**src/rtl/pkt_queue_ctrl_if.sv**
```systemverilog
// Ingress, egress-head and processor-port bundle for pkt_queue_ctrl.
// The slave modport is the queue controller and the master modport is whatever drives it.
interface pkt_queue_ctrl_if #(
   parameter int DWIDTH = 72,
   parameter int AWIDTH = 10
) ();
   localparam int PW = AWIDTH - 2;

   logic              i_we;
   logic [7:0]        i_ctrl;
   logic [PW-1:0]     tail_addr;
   logic [PW-1:0]     head_addr;
   logic              wea;
   logic [AWIDTH-1:0] addra;
   logic [DWIDTH-1:0] dina;
   logic [DWIDTH-1:0] douta;
   logic              stall;
   logic              stop_tx;
   logic              fifo_sel;
   logic              drop_packet;
   logic [PW-1:0]     skip_addr;

   modport slave (
      input  i_we, i_ctrl, tail_addr, head_addr, wea, addra, dina,
      output douta, stall, stop_tx, fifo_sel, drop_packet, skip_addr
   );

   modport master (
      output i_we, i_ctrl, tail_addr, head_addr, wea, addra, dina,
      input  douta, stall, stop_tx, fifo_sel, drop_packet, skip_addr
   );
endinterface

```
**src/rtl/pkt_queue_ctrl.sv**
```systemverilog
// Packet descriptor ring: EOP pushes, processor verdicts, egress forwards or drops in order.
// douta is one cycle behind addra; stall rises combinationally while the ring holds NSLOT descriptors.
module pkt_queue_ctrl #(
   parameter int DWIDTH = 72,
   parameter int AWIDTH = 10,
   parameter int NSLOT  = 4
) (
   input logic             clk,
   input logic             reset_n,
   input logic             pc_en,
   pkt_queue_ctrl_if.slave bus
);
   localparam int PW   = AWIDTH - 2;
   localparam int IW   = $clog2(NSLOT);
   localparam int PTRW = IW + 1;
   localparam int SW   = 2 * PTRW + 2;

   typedef enum logic [1:0] {S_IDLE, S_FWD, S_DROP} state_t;

   state_t            state, state_nxt;
   logic [PTRW-1:0]   wr_ptr, pr_ptr, tx_ptr;
   logic [PTRW-1:0]   count, pending;
   logic [PW-1:0]     start_q [NSLOT];
   logic [PW-1:0]     end_q   [NSLOT];
   logic [NSLOT-1:0]  drop_q;
   logic [7:0]        prev_ctrl;
   logic              sop_open, ovf;
   logic [PW-1:0]     open_start;
   logic              clr, full, sop, eop, push;
   logic              reg_sel, verdict_ok, ovf_clr;
   logic [3:0]        offset;
   logic [IW-1:0]     wr_idx, pr_idx, tx_idx;
   logic [PW-1:0]     guard;
   logic              stop_tx_c, tx_pop;
   logic [DWIDTH-1:0] rd_dat;
   logic [DWIDTH-1:0] douta_q;
   logic              drop_packet_q, fifo_sel_q;
   logic [PW-1:0]     skip_addr_q;

   // pc_en low is treated exactly like reset
   assign clr     = !reset_n || !pc_en;
   assign wr_idx  = wr_ptr[IW-1:0];
   assign pr_idx  = pr_ptr[IW-1:0];
   assign tx_idx  = tx_ptr[IW-1:0];
   assign count   = wr_ptr - tx_ptr;
   assign pending = wr_ptr - pr_ptr;
   assign full    = (count == PTRW'(NSLOT));

   assign sop  = bus.i_we && (bus.i_ctrl == 8'hFF) && (prev_ctrl != 8'hFF);
   assign eop  = bus.i_we && (bus.i_ctrl != 8'h00) && (prev_ctrl == 8'h00) && sop_open;
   assign push = eop && !full;

   assign reg_sel    = bus.addra[AWIDTH-1];
   assign offset     = bus.addra[3:0];
   assign verdict_ok = bus.wea && reg_sel && (offset == 4'h3) && bus.dina[1] && (pending != '0);
   assign ovf_clr    = bus.wea && reg_sel && (offset == 4'h4) && bus.dina[0];

   always_comb begin
      guard = bus.tail_addr;
      if (count != '0)
         guard = start_q[tx_idx];
      else if (sop_open)
         guard = open_start;
   end

   always_comb begin
      state_nxt = state;
      stop_tx_c = 1'b1;
      tx_pop    = 1'b0;
      case (state)
         S_IDLE: begin
            stop_tx_c = (bus.head_addr == guard);
            if (tx_ptr != pr_ptr)
               state_nxt = drop_q[tx_idx] ? S_DROP : S_FWD;
         end
         S_FWD: begin
            stop_tx_c = 1'b0;
            if (bus.head_addr == end_q[tx_idx]) begin
               tx_pop    = 1'b1;
               state_nxt = S_IDLE;
            end
         end
         S_DROP: begin
            tx_pop    = 1'b1;
            state_nxt = S_IDLE;
         end
         default: state_nxt = S_IDLE;
      endcase
   end

   always_comb begin
      rd_dat = '0;
      if (reg_sel) begin
         case (offset)
            4'h0: rd_dat[SW-1:0] = {ovf, sop_open, pending, count};
            4'h1: if (pending != '0) rd_dat[PW-1:0] = start_q[pr_idx];
            4'h2: if (pending != '0) rd_dat[PW-1:0] = end_q[pr_idx];
            default: rd_dat = '0;
         endcase
      end
   end

   always_ff @(posedge clk) begin
      if (clr) begin
         wr_ptr     <= '0;
         pr_ptr     <= '0;
         tx_ptr     <= '0;
         prev_ctrl  <= '0;
         sop_open   <= 1'b0;
         open_start <= '0;
         ovf        <= 1'b0;
         drop_q     <= '0;
         for (int i = 0; i < NSLOT; i++) begin
            start_q[i] <= '0;
            end_q[i]   <= '0;
         end
      end else begin
         if (bus.i_we)
            prev_ctrl <= bus.i_ctrl;
         if (eop)
            sop_open <= 1'b0;
         // A word that both closes one packet and opens the next leaves the new one open
         if (sop) begin
            sop_open   <= 1'b1;
            open_start <= bus.tail_addr;
         end
         if (push) begin
            start_q[wr_idx] <= open_start;
            end_q[wr_idx]   <= bus.tail_addr;
            drop_q[wr_idx]  <= 1'b0;
            wr_ptr          <= wr_ptr + 1'b1;
         end
         if (verdict_ok) begin
            drop_q[pr_idx] <= bus.dina[0];
            pr_ptr         <= pr_ptr + 1'b1;
         end
         if (tx_pop)
            tx_ptr <= tx_ptr + 1'b1;
         if (ovf_clr)
            ovf <= 1'b0;
         if (eop && full)
            ovf <= 1'b1;
      end
   end

   // Egress outputs are registered from next_state so they line up with the state they describe
   always_ff @(posedge clk) begin
      if (clr) begin
         state         <= S_IDLE;
         douta_q       <= '0;
         drop_packet_q <= 1'b0;
         fifo_sel_q    <= 1'b1;
         skip_addr_q   <= '0;
      end else begin
         state         <= state_nxt;
         douta_q       <= rd_dat;
         drop_packet_q <= (state_nxt == S_DROP);
         fifo_sel_q    <= (state_nxt != S_DROP);
         if (state_nxt == S_DROP)
            skip_addr_q <= end_q[tx_idx] + 1'b1;
      end
   end

   assign bus.douta       = douta_q;
   assign bus.stall       = full;
   assign bus.stop_tx     = stop_tx_c;
   assign bus.fifo_sel    = fifo_sel_q;
   assign bus.drop_packet = drop_packet_q;
   assign bus.skip_addr   = skip_addr_q;
endmodule

```
**src/flat_wrapper.sv**
```systemverilog
// flat-port wrapper written by rule: the top's interface ports become plain ports
module pkt_queue_ctrl_flat 
#(
   parameter int DWIDTH = 72,
   parameter int AWIDTH = 10,
   parameter int NSLOT  = 4
)
  (clk, reset_n, pc_en, bus_i_we, bus_i_ctrl, bus_tail_addr, bus_head_addr, bus_wea, bus_addra, bus_dina, bus_douta, bus_stall, bus_stop_tx, bus_fifo_sel, bus_drop_packet, bus_skip_addr);
  pkt_queue_ctrl_if #(.DWIDTH(DWIDTH), .AWIDTH(AWIDTH)) bus_i ();
  input logic clk;
  input logic reset_n;
  input logic pc_en;
  input wire logic [$bits(bus_i.i_we)-1:0] bus_i_we;
  input wire logic [$bits(bus_i.i_ctrl)-1:0] bus_i_ctrl;
  input wire logic [$bits(bus_i.tail_addr)-1:0] bus_tail_addr;
  input wire logic [$bits(bus_i.head_addr)-1:0] bus_head_addr;
  input wire logic [$bits(bus_i.wea)-1:0] bus_wea;
  input wire logic [$bits(bus_i.addra)-1:0] bus_addra;
  input wire logic [$bits(bus_i.dina)-1:0] bus_dina;
  output wire logic [$bits(bus_i.douta)-1:0] bus_douta;
  output wire logic [$bits(bus_i.stall)-1:0] bus_stall;
  output wire logic [$bits(bus_i.stop_tx)-1:0] bus_stop_tx;
  output wire logic [$bits(bus_i.fifo_sel)-1:0] bus_fifo_sel;
  output wire logic [$bits(bus_i.drop_packet)-1:0] bus_drop_packet;
  output wire logic [$bits(bus_i.skip_addr)-1:0] bus_skip_addr;
  assign bus_i.i_we = bus_i_we;
  assign bus_i.i_ctrl = bus_i_ctrl;
  assign bus_i.tail_addr = bus_tail_addr;
  assign bus_i.head_addr = bus_head_addr;
  assign bus_i.wea = bus_wea;
  assign bus_i.addra = bus_addra;
  assign bus_i.dina = bus_dina;
  assign bus_douta = bus_i.douta;
  assign bus_stall = bus_i.stall;
  assign bus_stop_tx = bus_i.stop_tx;
  assign bus_fifo_sel = bus_i.fifo_sel;
  assign bus_drop_packet = bus_i.drop_packet;
  assign bus_skip_addr = bus_i.skip_addr;
  pkt_queue_ctrl #(.DWIDTH(DWIDTH), .AWIDTH(AWIDTH), .NSLOT(NSLOT)) u_core (.clk(clk), .reset_n(reset_n), .pc_en(pc_en), .bus(bus_i));
endmodule
```
**config.mk**
```make
export PLATFORM = sky130hd
export DESIGN_NAME = pkt_queue_ctrl_flat
export DESIGN_NICKNAME = d
export VERILOG_FILES = /design/src/rtl/pkt_queue_ctrl_if.sv /design/src/rtl/pkt_queue_ctrl.sv /design/src/flat_wrapper.sv
export SDC_FILE = /design/constraint.sdc
export NUM_CORES = 1
export LEC_CHECK = 0
export CAP_MARGIN = 0
export CORE_MARGIN = 4
export CORE_UTILIZATION = 41
export CTS_CLUSTER_DIAMETER = 40
export DETAILED_ROUTE_END_ITERATION = 16
export GPL_TIMING_DRIVEN = 0
export PLACE_DENSITY = 0.76
export RECOVER_POWER = 100
export SYNTH_ARGS = -nofsm -noshare
export SYNTH_HDL_FRONTEND = slang
export SYNTH_SLANG_ARGS = --single-unit
```
**constraint.sdc**
```tcl
create_clock -name clk -period 4.2 [get_ports clk]
set_input_delay 0.63 -clock clk [delete_from_list [all_inputs] [get_ports clk]]
set_output_delay 0.63 -clock clk [all_outputs]
set_load 0.1 [all_outputs]
```
==> summary.md, run 1 <==
| Metric | Value |
|---|---|
| Most used DFF post-synth | edfxtp_1 |
| Crit path largest cell delay | 0.40 ns |
| Pre-CTS setup slack | -0.855 ns |
| H-tree depth | 4 |
| Core area | between 0.015 and 0.02 mm2 |
| Min cycle time layout | 4.06 ns |
| PwrDens | 382 mW/mm2 |
| Area of the multi-input gates | 0.00317 mm2 |
| Setup Viol. Count Final | 0 |
| Slew HR | -0.0686 |
| Total CTS buffers | 17 |
| Netlist cell types | between 50 and 60 |
| Crit. End Element | output pin |
| Status | complete, but fails checks |
| Clk slew on worst S/H paths | 0.05 ns |
| Via density | 4.91 |
| Fin crit share | 0.966 |
| Worst path slowest cell | dfxtp_4 |
| Worst slew pin tran | approximately 1.6 ns |
| Hold_buf cts | 0 |
| Worst path arrival time | approximately 3.4 ns |
| Synth-to-layout area growth | 24.1% |
| # diodes | 0 |
| Syn. warnings | 0 |
| Combinational power share | 0.141 |
| Failing checks | max-capacitance violations, max-slew violations |
| Switching share of total power | 0.269 |
| Type of the tightest min-delay check | reg2reg |
| Busiest grt layer | met2 |
| Row count | 46 |
| Die height | 136 um |
| Clock Power Share | 0.459 |
| Leakage | 3.32 nW |
| IO Pins | 195 |
| Crit Path Max Fanout | 10 |
| Final hold violation count | 0 |
| Die W | between 100 and 150 um |
| Antenna violations before repair | 0 |
| RSZ-0062 raised after global routing | no |
| Fin. max-slew vios | 17 |
| Startpoint types | flip-flop |
| GR Overflow Total | 0 |
| Internal Dissipation | 0.00231 W |
| Clk_lat worst skew | roughly 0.42 ns |
| FFs w/ async S/R, synth | 0 |
| Port Buffer Count | 54 |
| Clk sinks | 119 |
| GRT met2 Usage | 0.288 |
| CTS tree | done |
| Fraction of layout cells with a size suffix above 1 | 0.186 |
| HPWL Detailed | 11500 um |
| Grt met1 use | 0.206 |
| DR DRC count | 0 |
| Root Buffer | clkbuf_16 |
| Req. time, crit path | 3.57 ns |
| # nets final | roughly 840 |
| FILL cells | 1390 |
| Max cap viols | 1 |
| Cell count after synthesis | 572 |
| Vias in the first global route | 4486 |
| Highest clock rate | 247 MHz |
| Register area share after synthesis | 0.453 |
| Vias | 4605 |
| Syn Std Cell Area | 0.00668 mm2 |
| Flop pwr share | 0.400 |
| Wire per inst | 16.6 um |
| Post-synth EDFFs | 64 |
| Final WL | roughly 16000 um |
| VDD IR max | between 0.2 and 0.3 mV |
| Critical setup path kind | reg2out |
| Initial DRC Count | 318 |
| Worst Path Buf+Inv | 3 |
| Total negative slack | 0 ns |
| Gpl congestion | approximately 0.83 |
| Mean Syn Cell Area | between 10 and 15 um2 |
| First-pass GRT wire length | ~24000 um |
| Crit-path cells | inv_2 > ha_1 > fa_1 > xnor3_2 > nand3_4 > buf_2 > o21ai_0 > xor2_1 > nor4_1 > a31o_1 > buf_8 |
| Most frequent cells in the layout | buf_4, conb_1, edfxtp_1, dfxtp_1, nor2_1 |
| Grt met3 use | 0.0531 |
| Largest net degree at the start of global routing | 17 |
| Total track usage | 0.171 |
| Final setup skew | 0.00826 ns |
| Die area | about 0.018 mm2 |
| CTS Buffer Depth | 2 |
| Pre-antenna DRT Iters | 5 |
| Yosys reg bits | around 120 |
| Net Sw Power | 0.000852 W |
| Initial Util | 0.419 |
| FF/Latch Area | 0.00303 mm2 |
| Setup WS post-layout | 0.145 ns |
| Delay-heaviest family, CP | compound AO/OA/AOI/OAI gates |
| Routed Antenna Nets | 0 |
path summary, 6_finish.rpt:
| path | start | to | slack, ns | cells after the start |
|---|---|---|---|---|
| max | u_core.wr_ptr[0] | bus_stop_tx | 0.14 | 11 |
| min | u_core.bus.skip_addr[3] | u_core.bus.skip_addr[3] | 0.47 | 2 |
| max reg2reg | u_core.wr_ptr[0] | u_core.end_q[0][1] | 0.32 | 9 |
| min reg2reg | u_core.bus.skip_addr[3] | u_core.bus.skip_addr[3] | 0.47 | 2 |
layer usage:
| layer | share of wire | wire length [um] |
|---|---|---|
| met1 | 0.40 | 6260 |
| met4 | 0.018 | 276 |
| met5 | 0 | 0 |
| met2 | 0.49 | 7600 |
| met3 | 0.089 | 1390 |
per-stage QoR:
step	total power, W	instance area [um2]	util	std cells	hold slack (ns)
3_3_place_gp	0.00173	7720	0.484	905	0.459
2_1_floorplan	0.00166	6910	-	635	0.445
6_report	0.00317	8290	0.520	938	0.468
3_5_place_dp	0.00173	7740	0.485	905	0.463
5_1_grt	0.00326	8290	0.520	938	0.487
4_1_cts	0.00318	8360	0.524	938	0.471
final cells by class:
cell class / instances / share of cell area
buffer: 88 / 0.0722
clock buffer: 21 / 0.0556
clock inverter: 11 / 0.0159
inverter: 19 / 0.00906
multi-input combinational: 409 / 0.383
sequential: 119 / 0.365
tap: 216 / 0.0326
timing repair buffer: 55 / 0.0663
state kept, by name, indices dropped and copies added (netlist names), 4 cells and up, named ones only:
| name | flops |
|---|---|
| u_core.bus.douta | 8 |
| u_core.bus.skip_addr | 8 |
| u_core.drop_q | 4 |
| u_core.end_q | 32 |
| u_core.open_start | 8 |
| u_core.prev_ctrl | 8 |
| u_core.start_q | 32 |
worst reg2reg max path, cell delays in order (launching register included):
cell and delay, ns:
dfxtp_4 0.40, inv_2 0.11, ha_1 0.21, fa_1 0.38, xnor3_2 0.31, nor2_1 0.12, nor3_1 0.48, nand2_1 0.32
nor3_4 0.39, nand2b_1 0.76
cells in the mapped netlist (all sizes together) (2+ instances only):
| master | instances | area (um2) |
|---|---|---|
| buf | 77 | 582 |
| mux4 | 33 | 788 |
| nor4 | 7 | 58.8 |
| xnor2 | 17 | 149 |
| nor3 | 8 | 88.8 |
| a21oi | 13 | 65.1 |
| and3 | 18 | 113 |
| o31ai | 2 | 15.0 |
| dfxtp | 55 | 1100 |
| inv | 19 | 71.3 |
| mux2i | 25 | 250 |
| and2 | 49 | 307 |
| clkbuf | 11 | 42.5 |
| nand2b | 5 | 31.3 |
| o21ai | 10 | 53.8 |
| nand4 | 8 | 56.3 |
| a22oi | 8 | 60.1 |
| nor2b | 2 | 12.5 |
| o22ai | 14 | 87.6 |
| fa | 2 | 40.0 |
| o211ai | 2 | 20.0 |
| nand2 | 27 | 104 |
| nor2 | 41 | 154 |
| nand3 | 14 | 82.6 |
| edfxtp | 64 | 1920 |
| ha | 15 | 188 |
| xor2 | 15 | 131 |
| or3 | 2 | 13.8 |
what timing repair did:
| action | CTS | global route |
|---|---|---|
| buffers inserted | 1 | 0 |
| endpoints found under the setup margin | 2 | 1 |
| pin swaps | 0 | 0 |
| gates resized for setup | 13 | 4 |
cell families (layout without fill, tap and decap cells):
family | after synthesis | count (layout) | share of synthesized area
compound gates | 54 | 54 | 0.0523
xor+xnor | 33 | 33 | 0.0454
fa+ha+maj | 17 | 17 | 0.0341
buf+inv | 107 | 194 | 0.104
flops | 119 | 119 | 0.453
mux | 58 | 58 | 0.156
other cells | 1 | 64 | 0.000562
simple gates | 183 | 183 | 0.155
power by group through the flow:
| stage | logic (W) | registers (W) | clock network, W |
|---|---|---|---|
| 6_report | 0.000445 | 0.00127 | 0.00145 |
| 5_1_grt | 0.000463 | 0.00127 | 0.00152 |
| 4_1_cts | 0.000445 | 0.00127 | 0.00147 |
| 3_5_place_dp | 0.000444 | 0.00129 | 0 |
| 3_3_place_gp | 0.000442 | 0.00129 | 0 |
| 2_1_floorplan | 0.000372 | 0.00128 | 0 |
Note: power is estimated with default switching activity, not from simulation.
==> run 2, diff against run 1 <==
PLACE_DENSITY = 0.67   (was 0.76)
==> run 2 against run 1 <==
The run still ends with max-capacitance violations, max-slew violations left. Largest power group unchanged. Via count grew 3.4%. Combinational power grew 1%. Largest cell class unchanged. Clock power down 3%. Clock skew is 0.0031 ns lower. Cell area is 0.41% lower. Total power is 1.4% lower. Non-clock buffer count up 1. Critical path type unchanged.
==> summary.md, run 2 (synthesized netlist as in run 1, its figures left out) <==
| Metric | Value |
|---|---|
| CTS Buffer Depth | 2 (unchanged) |
| Reg2reg start | u_core.wr_ptr[0] |
| Highest clock rate | 246 MHz (-0.43%) |
| Final WL | 16800 um (+8.1%) |
| Min-delay src | u_core.bus.skip_addr[6] |
| Area of the multi-input gates | 0.00316 mm2 (-0.47%) |
| WHS Path Cells | 2 (unchanged) |
| # nets final | 838 (+0.12%) |
| Vias | 4761 (+3.4%) |
| H-tree depth | 4 (unchanged) |
| Gpl congestion | 0.912 (+9.4%) |
| Leakage | 3.31 nW (about the same) |
| Worst Hold Endpoint | u_core.bus.skip_addr[6] |
| Worst path slowest cell | dfxtp_4 |
| Crit-path cells | clkinvlp_4 > ha_1 > fa_1 > xnor3_2 > nand3_4 > clkbuf_2 > nand2_1 > o21ai_0 > xor2_1 > nor4_1 > a31o_1 > buf_6 |
| Fin crit share | 0.970 (+0.00422) |
| Die W | 136 um (unchanged) |
| Crit. End Element | output pin |
| Vias in the first global route | 4608 (+2.7%) |
| Max cap viols | 2 (+1) |
| IO Pins | 195 (unchanged) |
| Die area | 0.0184 mm2 (unchanged) |
| Core area | 0.0159 mm2 (unchanged) |
| Worst slew pin tran | 1.53 ns (-0.0623 ns) |
| Port Buffer Count | 54 (unchanged) |
| DR DRC count | 0 (unchanged) |
| Clk sinks | 119 (unchanged) |
| Fin. max-slew vios | 20 (+3) |
| Critical setup path kind | reg2out |
| Slew HR | -0.0294 (+0.0392) |
| Synth-to-layout area growth | 23.6% |
| Largest net degree at the start of global routing | 17 (unchanged) |
| Final hold violation count | 0 (unchanged) |
| Flop pwr share | 0.406 (+0.006) |
| Internal Dissipation | 0.00227 W (-2.0%) |
| First-pass GRT wire length | 25600 um (+7.8%) |
| # diodes | 0 (unchanged) |
| Hold_ws | 0.469 ns (+0.000930 ns) |
| Wire per inst | 17.9 um (+8.1%) |
| GR Overflow Total | 0 (unchanged) |
| FILL cells | 1406 (+1.2%) |
| Final setup skew | 0.00519 ns (-0.00307 ns) |
| Finished Cell Area | 0.00825 mm2 (-0.41%) |
| Via density | 5.08 (+3.4%) |
| Antenna violations before repair | 0 (unchanged) |
| Setup Viol. Count Final | 0 (unchanged) |
| Most frequent cells in the layout | buf_4, conb_1, edfxtp_1, dfxtp_1, nor2_1 |
| Combinational power share | 0.145 (+0.004) |
| Worst path arrival time | 3.44 ns (about the same) |
| Type of the tightest min-delay check | reg2reg |
| Routed Antenna Nets | 0 (unchanged) |
| R2R Setup Slk | 0.39 ns (+0.07 ns) |
| RR Endpoint | u_core.start_q[0][5] |
| FF/Latch Area | 0.00303 mm2 (unchanged) |
| Min cycle time layout | 4.07 ns (+0.0177 ns) |
| Root Buffer | clkbuf_16 |
| Failing checks | max-capacitance violations, max-slew violations |
| Row count | 46 (unchanged) |
| PwrDens | 379 mW/mm2 (-0.96%) |
| Crit Path Max Fanout | 10 (unchanged) |
| Hold_buf cts | 0 (unchanged) |
| Switching share of total power | 0.274 (+0.00498) |
| Total CTS buffers | 17 (unchanged) |
| Dpl cells | 906 (+0.11%) |
| Top Registers | u_core.end_q (32), u_core.start_q (32) |
| Initial Util | 0.419 (unchanged) |
| Reg2Reg Depth | 9 (unchanged) |
| Status | complete, but fails checks |
| HPWL Detailed | 12300 um (+7.1%) |
| Total track usage | 0.189 (+0.0176) |
| RSZ-0062 raised after global routing | no |
| CTS tree | done |
| Initial DRC Count | 297 (-6.6%) |
| Clock Power Share | 0.450 (-0.009) |
| Net Sw Power | 0.000856 W (+0.46%) |
| Clk_lat worst skew | 0.42 ns (about the same) |
| Crit path largest cell delay | 0.41 ns (about the same) |
| Fraction of layout cells with a size suffix above 1 | 0.183 (-0.00277) |
| Placed Area | 0.00775 mm2 (+0.19%) |
| Clk slew on worst S/H paths | 0.05 ns (about the same) |
| Startpoint types | flip-flop |
| VDD IR max | 0.275 mV (-2.1%) |
| Die height | 136 um (unchanged) |
| Post-Layout Cell Count | 938 (unchanged) |
| Req. time, crit path | 3.57 ns (about the same) |
| Pre-antenna DRT Iters | 4 (-1) |
[run 2: cell count changes in the layout (fill, tap and decap cells not counted), sizes merged]
cell,delta
buf,-1
bufinv,-1
clkbuf,+2
[run 2: how the worst max path moves through the flow]
stage | from | to | slack, ns | depth (start not counted)
CTS | u_core.wr_ptr[1] | bus_stop_tx | 0.003 | 11
detailed placement | u_core.wr_ptr[0] | bus_stop_tx | -0.82 | 11
finish | u_core.wr_ptr[0] | bus_stop_tx | 0.13 | 12
global route | u_core.wr_ptr[0] | bus_stop_tx | 0.03 | 12
global placement | u_core.wr_ptr[0] | bus_stop_tx | -0.76 | 11
floorplan | u_core.wr_ptr[0] | u_core.end_q[2][0] | 0.1 | 9
[run 2: metal layers]
metal,vias up,part of all wire,GRT usage
met5,-,0,0
met3,21,0.084,0.0468
met2,196,0.50,0.330
met4,0,0.016,0.0694
met1,2321,0.40,0.226
li1,2223,-,-
[run 2: critical path, delay by kind of cell, from the launching register on]
kind,cells,cell delay [ns]
buf+inv,3,0.57
simple gates,3,0.54
flops,1,0.41
compound gates,2,0.42
xor+xnor,2,0.50
fa+ha+maj,2,0.56
[run 2: area by class of cell]
cell class	count	share of cell area
clock inverter	10	0.0124
clock buffer	21	0.0570
sequential	119	0.367
buffer	88	0.0725
inverter	19	0.00910
timing repair buffer	56	0.0666
multi-input combinational	409	0.383
tap	216	0.0327
[run 2: metrics by stage]
stage	total power, W	utilization	setup TNS [ns]	worst slack (ns)
after global routing	0.00321	0.518	0	0.0334
after detailed placement	0.00174	0.486	-0.815	-0.815
final	0.00312	0.518	0	0.127
after CTS	0.00314	0.523	0	0.00329
after global placement	0.00173	0.484	-5.56	-0.762
after floorplan	0.00166	-	0	0.0951
[run 2: repair_timing]
| item | in CTS | in global routing |
|---|---|---|
| endpoints found under the setup margin | 1 | 1 |
| gates cloned | 0 | 0 |
| setup buffers | 1 | 0 |
| gates resized for setup | 12 | 4 |
[run 2: power groups by stage]
stage / clock network, W / logic [W] / registers, W
after floorplan: 0 / 0.000372 / 0.00128
after global placement: 0 / 0.000445 / 0.00129
after detailed placement: 0 / 0.000450 / 0.00129
after CTS: 0.00142 / 0.000451 / 0.00127
after global routing: 0.00147 / 0.000468 / 0.00127
final: 0.00140 / 0.000451 / 0.00127
==> run 3, diff against run 2 <==
GPL_ROUTABILITY_DRIVEN = 0   (was unset)
==> results of run 3 <==
No change in the layout: final DEF, timing and power equal those of run 2.
